===== src/rtl/mem_port_arbiter.sv =====
// mem_port_arbiter
// Shares one single-ported unified memory between the IF-stage fetch port
// and the MEM-stage load/store port. Each access is sequenced over a
// request/ack handshake to the backing RAM. Read data returns to the
// requester through a registered data bus and a one-cycle ready pulse.
// MEM normally wins a simultaneous request. A starvation counter hands the
// grant to IF after STARVE_LIM MEM grants that were made while IF was
// waiting.
module mem_port_arbiter #(
  parameter int ADDR_W     = 32,
  parameter int DATA_W     = 32,
  parameter int STARVE_LIM = 4
) (
  input  logic              clk,
  input  logic              reset,
  // fetch port
  input  logic              if_req,
  input  logic [ADDR_W-1:0] if_addr,
  output logic [DATA_W-1:0] if_rdata,
  output logic              if_ready,
  // load/store port
  input  logic              mem_rd,
  input  logic              mem_wr,
  input  logic [ADDR_W-1:0] mem_addr,
  input  logic [DATA_W-1:0] mem_wdata,
  output logic [DATA_W-1:0] mem_rdata,
  output logic              mem_ready,
  // backing RAM
  output logic              ram_en,
  output logic              ram_we,
  output logic [ADDR_W-1:0] ram_addr,
  output logic [DATA_W-1:0] ram_wdata,
  input  logic [DATA_W-1:0] ram_rdata,
  input  logic              ram_ack,
  // hazard unit
  output logic              stall_if,
  output logic              stall_mem
);

  // Counter width is wide enough to hold STARVE_LIM itself.
  // A limit below 1 still gets a 1-bit counter.
  localparam int CNT_W = (STARVE_LIM < 1) ? 1 : $clog2(STARVE_LIM + 1);
  localparam logic [CNT_W-1:0] CNT_MAX = CNT_W'(STARVE_LIM);

  typedef enum logic [1:0] {
    IDLE,
    BUSY_IF,
    BUSY_MEM
  } state_t;

  state_t           state;
  logic [CNT_W-1:0] starve_cnt;

  logic if_elig;
  logic mem_elig;
  logic grant_if;
  logic grant_mem;

  // A request seen during its own ready pulse is the old, already-served
  // request still being held. It is not allowed to win another grant.
  assign if_elig  = if_req & ~if_ready;
  assign mem_elig = (mem_rd | mem_wr) & ~mem_ready;

  // MEM has priority. IF wins when it is alone, or when MEM has been
  // favoured STARVE_LIM times in a row while IF was waiting.
  assign grant_if  = if_elig & (~mem_elig | (starve_cnt == CNT_MAX));
  assign grant_mem = mem_elig & ~grant_if;

  assign stall_if  = if_req & ~if_ready;
  assign stall_mem = (mem_rd | mem_wr) & ~mem_ready;

  // Arbitration FSM: grant in IDLE, hold the RAM strobe until ack, then pulse ready.
  always_ff @(posedge clk or posedge reset) begin
    if (reset) begin
      state      <= IDLE;
      starve_cnt <= '0;
      ram_en     <= 1'b0;
      ram_we     <= 1'b0;
      ram_addr   <= '0;
      ram_wdata  <= '0;
      if_ready   <= 1'b0;
      mem_ready  <= 1'b0;
      if_rdata   <= '0;
      mem_rdata  <= '0;
    end else begin
      if_ready  <= 1'b0;
      mem_ready <= 1'b0;
      case (state)
        IDLE: begin
          if (grant_if) begin
            state      <= BUSY_IF;
            ram_addr   <= if_addr;
            ram_we     <= 1'b0;
            ram_en     <= 1'b1;
            starve_cnt <= '0;
          end else if (grant_mem) begin
            state    <= BUSY_MEM;
            ram_addr <= mem_addr;
            ram_en   <= 1'b1;
            // A request with both mem_rd and mem_wr high is served as a store.
            if (mem_wr) begin
              ram_we    <= 1'b1;
              ram_wdata <= mem_wdata;
            end else begin
              ram_we <= 1'b0;
            end
            if (if_elig && (starve_cnt != CNT_MAX)) begin
              starve_cnt <= starve_cnt + CNT_W'(1);
            end
          end
        end
        BUSY_IF: begin
          if (ram_ack) begin
            if_rdata <= ram_rdata;
            if_ready <= 1'b1;
            ram_en   <= 1'b0;
            ram_we   <= 1'b0;
            state    <= IDLE;
          end
        end
        BUSY_MEM: begin
          if (ram_ack) begin
            // A completed store leaves mem_rdata unchanged.
            if (!ram_we) begin
              mem_rdata <= ram_rdata;
            end
            mem_ready <= 1'b1;
            ram_en    <= 1'b0;
            ram_we    <= 1'b0;
            state     <= IDLE;
          end
        end
        default: begin
          state  <= IDLE;
          ram_en <= 1'b0;
          ram_we <= 1'b0;
        end
      endcase
    end
  end

endmodule


===== config.mk =====
export PLATFORM = sky130hd
export DESIGN_NAME = mem_port_arbiter
export DESIGN_NICKNAME = d
export VERILOG_FILES = /design/src/rtl/mem_port_arbiter.sv
export SDC_FILE = /design/constraint.sdc
export NUM_CORES = 1
export LEC_CHECK = 0
export ABC_AREA = 1
export CORE_ASPECT_RATIO = 1.5
export CORE_UTILIZATION = 38
export CTS_CLUSTER_SIZE = 30
export DETAILED_ROUTE_END_ITERATION = 8
export PLACE_DENSITY = 0.82
export SLEW_MARGIN = 20
export SYNTH_ARGS = -nofsm -noshare
export SYNTH_HDL_FRONTEND = slang
export SYNTH_SLANG_ARGS = --single-unit

===== constraint.sdc =====
create_clock -name clk -period 4.9 [get_ports clk]
set_clock_uncertainty 0.05 [all_clocks]
set_input_delay 0.98 -clock clk [delete_from_list [all_inputs] [get_ports clk]]
set_output_delay 0.98 -clock clk [all_outputs]
set_load 0.02 [all_outputs]

==> impl_metrics.prom <==
# TYPE chip_impl_metric gauge
chip_impl_metric{name="yosysWarnings",unit=""} 0
chip_impl_metric{name="drv_slew",unit=""} 0
chip_impl_metric{name="totalNegativeSetupSlack",unit="ns"} 0
chip_impl_metric{name="synth-compound-area-share",unit="%"} 6.247
chip_impl_metric{name="htree_levels",unit=""} 4
chip_impl_metric{name="post-route-worst-setup-slack",unit="ns"} 1.488
chip_impl_metric{name="power.share.switching",unit="%"} 41.03
chip_impl_info{name="tritoncts",value="yes"} 1
chip_impl_info{name="combinational_family_with_the_most_area_after_synthesis",value="simple AND/OR/NAND/NOR gates"} 1
chip_impl_metric{name="finalHoldViolCount",unit=""} 0
chip_impl_metric{name="power.ir.vdd_worst",unit="mV"} 0.3875
chip_impl_metric{name="diodes",unit=""} 0
chip_impl_info{name="hp-class",value="flip-flop to flip-flop"} 1
chip_impl_metric{name="share_comb_of_total_power",unit="%"} 48.3
chip_impl_metric{name="vias",unit=""} 5576
chip_impl_metric{name="insertion_delay",unit="ns"} 0.41
chip_impl_metric{name="postLayoutCoreUtil",unit="%"} 61.32
chip_impl_metric{name="initialDrtViolationCount",unit=""} 289
chip_impl_metric{name="syn-instance-count",unit=""} 718
chip_impl_metric{name="i_o_pins",unit=""} 268
chip_impl_info{name="critical_path.reg2reg.startpoint",value="mem_ready"} 1
chip_impl_metric{name="route.final.wire_length",unit="um"} 17240
chip_impl_metric{name="vias_per_cell",unit=""} 4.729
chip_impl_metric{name="numCtsBuffers",unit=""} 17
chip_impl_metric{name="layout.nets",unit=""} 1106
chip_impl_metric{name="antenna_found_initial",unit=""} 0
chip_impl_metric{name="synthXorXnorAreaFrac",unit="%"} 0.1458
chip_impl_metric{name="worstPathMaxFanout",unit=""} 5
chip_impl_metric{name="die_x",unit="um"} 104.7
chip_impl_metric{name="post_cts_buffers",unit=""} 0
chip_impl_metric{name="dp_worst_setup_slack",unit="ns"} 1.483
chip_impl_metric{name="worstHoldPathCells",unit=""} 2
chip_impl_metric{name="ys_seq_elements",unit=""} 137
chip_impl_metric{name="fp.dieH",unit="um"} 156
chip_impl_metric{name="global_route.usage.total",unit="%"} 21.27
chip_impl_metric{name="dieArea",unit="mm2"} 0.01633
chip_impl_info{name="status",value="finished, final reports clean"} 1
chip_impl_metric{name="detail_route.first_pass.iterations",unit=""} 4
chip_impl_info{name="grt_setup_unrepaired",value="false"} 1
chip_impl_info{name="start_kind",value="primary input"} 1
chip_impl_metric{name="global_route_wire_length_before_repair",unit="um"} 27390
chip_impl_metric{name="synth.yosys.seq_area_share",unit="%"} 57.06
chip_impl_metric{name="rows",unit=""} 55
chip_impl_metric{name="p_clk_share",unit="%"} 20.5
chip_impl_metric{name="routabilityCongestion",unit=""} 0.8527
chip_impl_metric{name="fmax",unit="MHz"} 293.1
chip_impl_metric{name="yosys.cell_types.count",unit=""} 22
chip_impl_metric{name="wire_per_inst",unit="um"} 14.62
chip_impl_metric{name="synthAdderAreaFrac",unit="%"} 1.041
chip_impl_metric{name="arrival_time_reported_for_the_critical_path_endpoint",unit="ns"} 2.38
chip_impl_metric{name="grt_start_max_net_pins",unit=""} 93
chip_impl_metric{name="share_of_post_route_cells_with_drive_strength_above_1",unit="%"} 5.000
chip_impl_metric{name="globalRouteOverflowTotal",unit=""} 0
chip_impl_metric{name="postSynthNetCount",unit=""} 857
chip_impl_metric{name="muxShareOfSynthArea",unit="%"} 0
chip_impl_metric{name="initial_core_util",unit="%"} 39.33
chip_impl_metric{name="worst-r2r-setup-slack",unit="ns"} 2.09
chip_impl_metric{name="postRouteAntennaNets",unit=""} 0
chip_impl_metric{name="hold_fix_buffers_cts",unit=""} 0
chip_impl_info{name="crit_end",value="stall_if"} 1
chip_impl_metric{name="p_total",unit="mW"} 6.278
chip_impl_metric{name="layout_min_cycle_time",unit="ns"} 3.412
chip_impl_metric{name="total_switching_power",unit="mW"} 2.576
chip_impl_metric{name="slew-limit-headroom",unit="%"} 33.27
chip_impl_metric{name="clk_pin_slew",unit="ns"} 0.06
chip_impl_metric{name="first_global_vias",unit=""} 5418
chip_impl_info{name="worst_setup_path_startpoint",value="if_req"} 1
chip_impl_metric{name="min_period_over_period",unit="%"} 69.63
chip_impl_metric{name="number_of_drc_violations_after_detailed_routing",unit=""} 0
chip_impl_info{name="r2r-end",value="ram_addr[20]"} 1
chip_impl_metric{name="fp.coreArea",unit="mm2"} 0.01528
chip_impl_metric{name="power_density",unit="mW/mm2"} 670.2
chip_impl_metric{name="max_slew.worst_pin.slew",unit="ns"} 0.9973
chip_impl_metric{name="synth.cell_area",unit="mm2"} 0.006008
chip_impl_metric{name="clock_sinks",unit=""} 137
chip_impl_metric{name="p_int",unit="mW"} 3.702
chip_impl_metric{name="worst_ep_required",unit="ns"} 3.87
chip_impl_metric{name="maxCapViolations",unit=""} 0
chip_impl_metric{name="postSynthAreaPerCell",unit="um2"} 8.368
chip_impl_info{name="clock-root-buffer",value="sky130_fd_sc_hd__clkbuf_16"} 1
chip_impl_metric{name="area_delta_synth_final",unit="%"} 55.91
chip_impl_metric{name="placed_cells",unit=""} 1147
chip_impl_metric{name="share_seq_of_total_power",unit="%"} 31.2
chip_impl_metric{name="pleak",unit="nW"} 4.700
chip_impl_metric{name="yosys.area_share.simple",unit="%"} 24.95
chip_impl_metric{name="setup_viol_count_final",unit=""} 0
chip_impl_metric{name="port_buffers",unit=""} 267
chip_impl_metric{name="postcts_resize_cnt",unit=""} 0
chip_impl_metric{name="detailed_place_hpwl",unit="um"} 11900
chip_impl_info{name="criticalPathCategory",value="primary input to output port"} 1
chip_impl_info{name="cp_capture_type",value="output port"} 1
chip_impl_metric{name="clock_tree.buffer_depth",unit=""} 2
chip_impl_metric{name="reg2reg_depth",unit=""} 6
chip_impl_metric{name="stdcell_count",unit=""} 1179
## cells in the mapped netlist (all sizes together)
master	count	share of area, %
xor2	1	0.15
dfrtp	137	57
ha	5	1.0
buf	26	2.4
o21ai	70	5.9
nand2	242	15
nor2	1	0.062
nand3	71	6.2
inv	114	7.1
or2	1	0.10
nand4	32	3.3
a21oi	2	0.35
clkbuf	16	1.0
## flip-flops by register name, indices dropped and copies added, names as in the netlist
register and cells:
state 2, if_ready 1, mem_ready 1, if_rdata 32, ram_wdata 32, ram_en 1
mem_rdata 32, ram_we 1, starve_cnt 3, ram_addr 32
## layout make-up
type                    count  area, um2
flip-flops and latches    137       3428
clock inverters            15      171.4
multi-input cells         425       1951
fillers                  1318       5909
inverters                 114      432.9
well taps                 199      249.0
clock buffers              17      425.4
repair buffers            272       2710
## routing by layer
layer / global-route usage, % / vias up / share of wire [%]
li1: - / 2736 / -
met1: 25.27 / 2578 / 39
met2: 36.05 / 232 / 51
met3: 5.806 / 30 / 7.3
met4: 9.323 / 0 / 2.8
met5: 0 / - / 0
## cells by family after synthesis
kind of cell,count (synthesis)
AOI/OAI and AO/OA,72
xor gates and xnor gates,1
adders and majority gates,5
buffers and inverters,156
DFF,137
and+or+nand+nor,347
## per-stage QoR
step | cell area (um2) | hold WS (ns)
floorplan | 6008 | 0.4246
global placement | 8768 | 0.4032
detailed placement | 8768 | 0.4079
CTS | 9365 | 0.4235
global route | 9368 | 0.4422
finish | 9368 | 0.4193
## worst min-delay path by stage
stage	start	end	slack, ns
after floorplan	state[1]	state[1]	0.42
after global placement	ram_wdata[15]	ram_wdata[15]	0.40
after detailed placement	ram_wdata[9]	ram_wdata[9]	0.41
after CTS	ram_wdata[14]	ram_wdata[14]	0.42
after global routing	ram_wdata[19]	ram_wdata[19]	0.44
final	ram_wdata[15]	ram_wdata[15]	0.42
## worst max-delay path, cell delays in order
cell                              delay (ns)
sky130_fd_sc_hd__clkdlybuf4s50_1        0.45
sky130_fd_sc_hd__nand2_1                0.18
sky130_fd_sc_hd__inv_2                  0.15
sky130_fd_sc_hd__clkdlybuf4s50_1        0.61
## layout by cell type, fill, tap and decap left out, types with 2 or more instances in the layout
cell type	synthesis	routed
sky130_fd_sc_hd__inv_8	0	5
sky130_fd_sc_hd__dfrtp_1	137	137
sky130_fd_sc_hd__ha_1	5	5
sky130_fd_sc_hd__inv_6	0	6
sky130_fd_sc_hd__o21ai_1	30	30
sky130_fd_sc_hd__buf_4	0	5
sky130_fd_sc_hd__clkinv_4	0	2
sky130_fd_sc_hd__inv_1	110	109
sky130_fd_sc_hd__nand2_1	241	240
sky130_fd_sc_hd__nand4_1	32	32
sky130_fd_sc_hd__clkbuf_16	0	17
sky130_fd_sc_hd__o21ai_0	39	39
sky130_fd_sc_hd__clkdlybuf4s50_1	0	267
sky130_fd_sc_hd__nand3_1	69	69
sky130_fd_sc_hd__inv_2	4	4
## power by group through the flow
| stage | registers (mW) | logic [mW] | clock network (mW) |
|---|---|---|---|
| 3_3_place_gp | 1.95 | 2.99 | 0 |
| 5_1_grt | 2.02 | 3.28 | 1.37 |
| 6_report | 1.96 | 3.03 | 1.29 |
| 2_1_floorplan | 2.57 | 1.02 | 0 |
| 3_5_place_dp | 1.97 | 3.07 | 0 |
| 4_1_cts | 1.96 | 3.07 | 1.32 |
No activity file was read; power rests on OpenSTA's default activity.
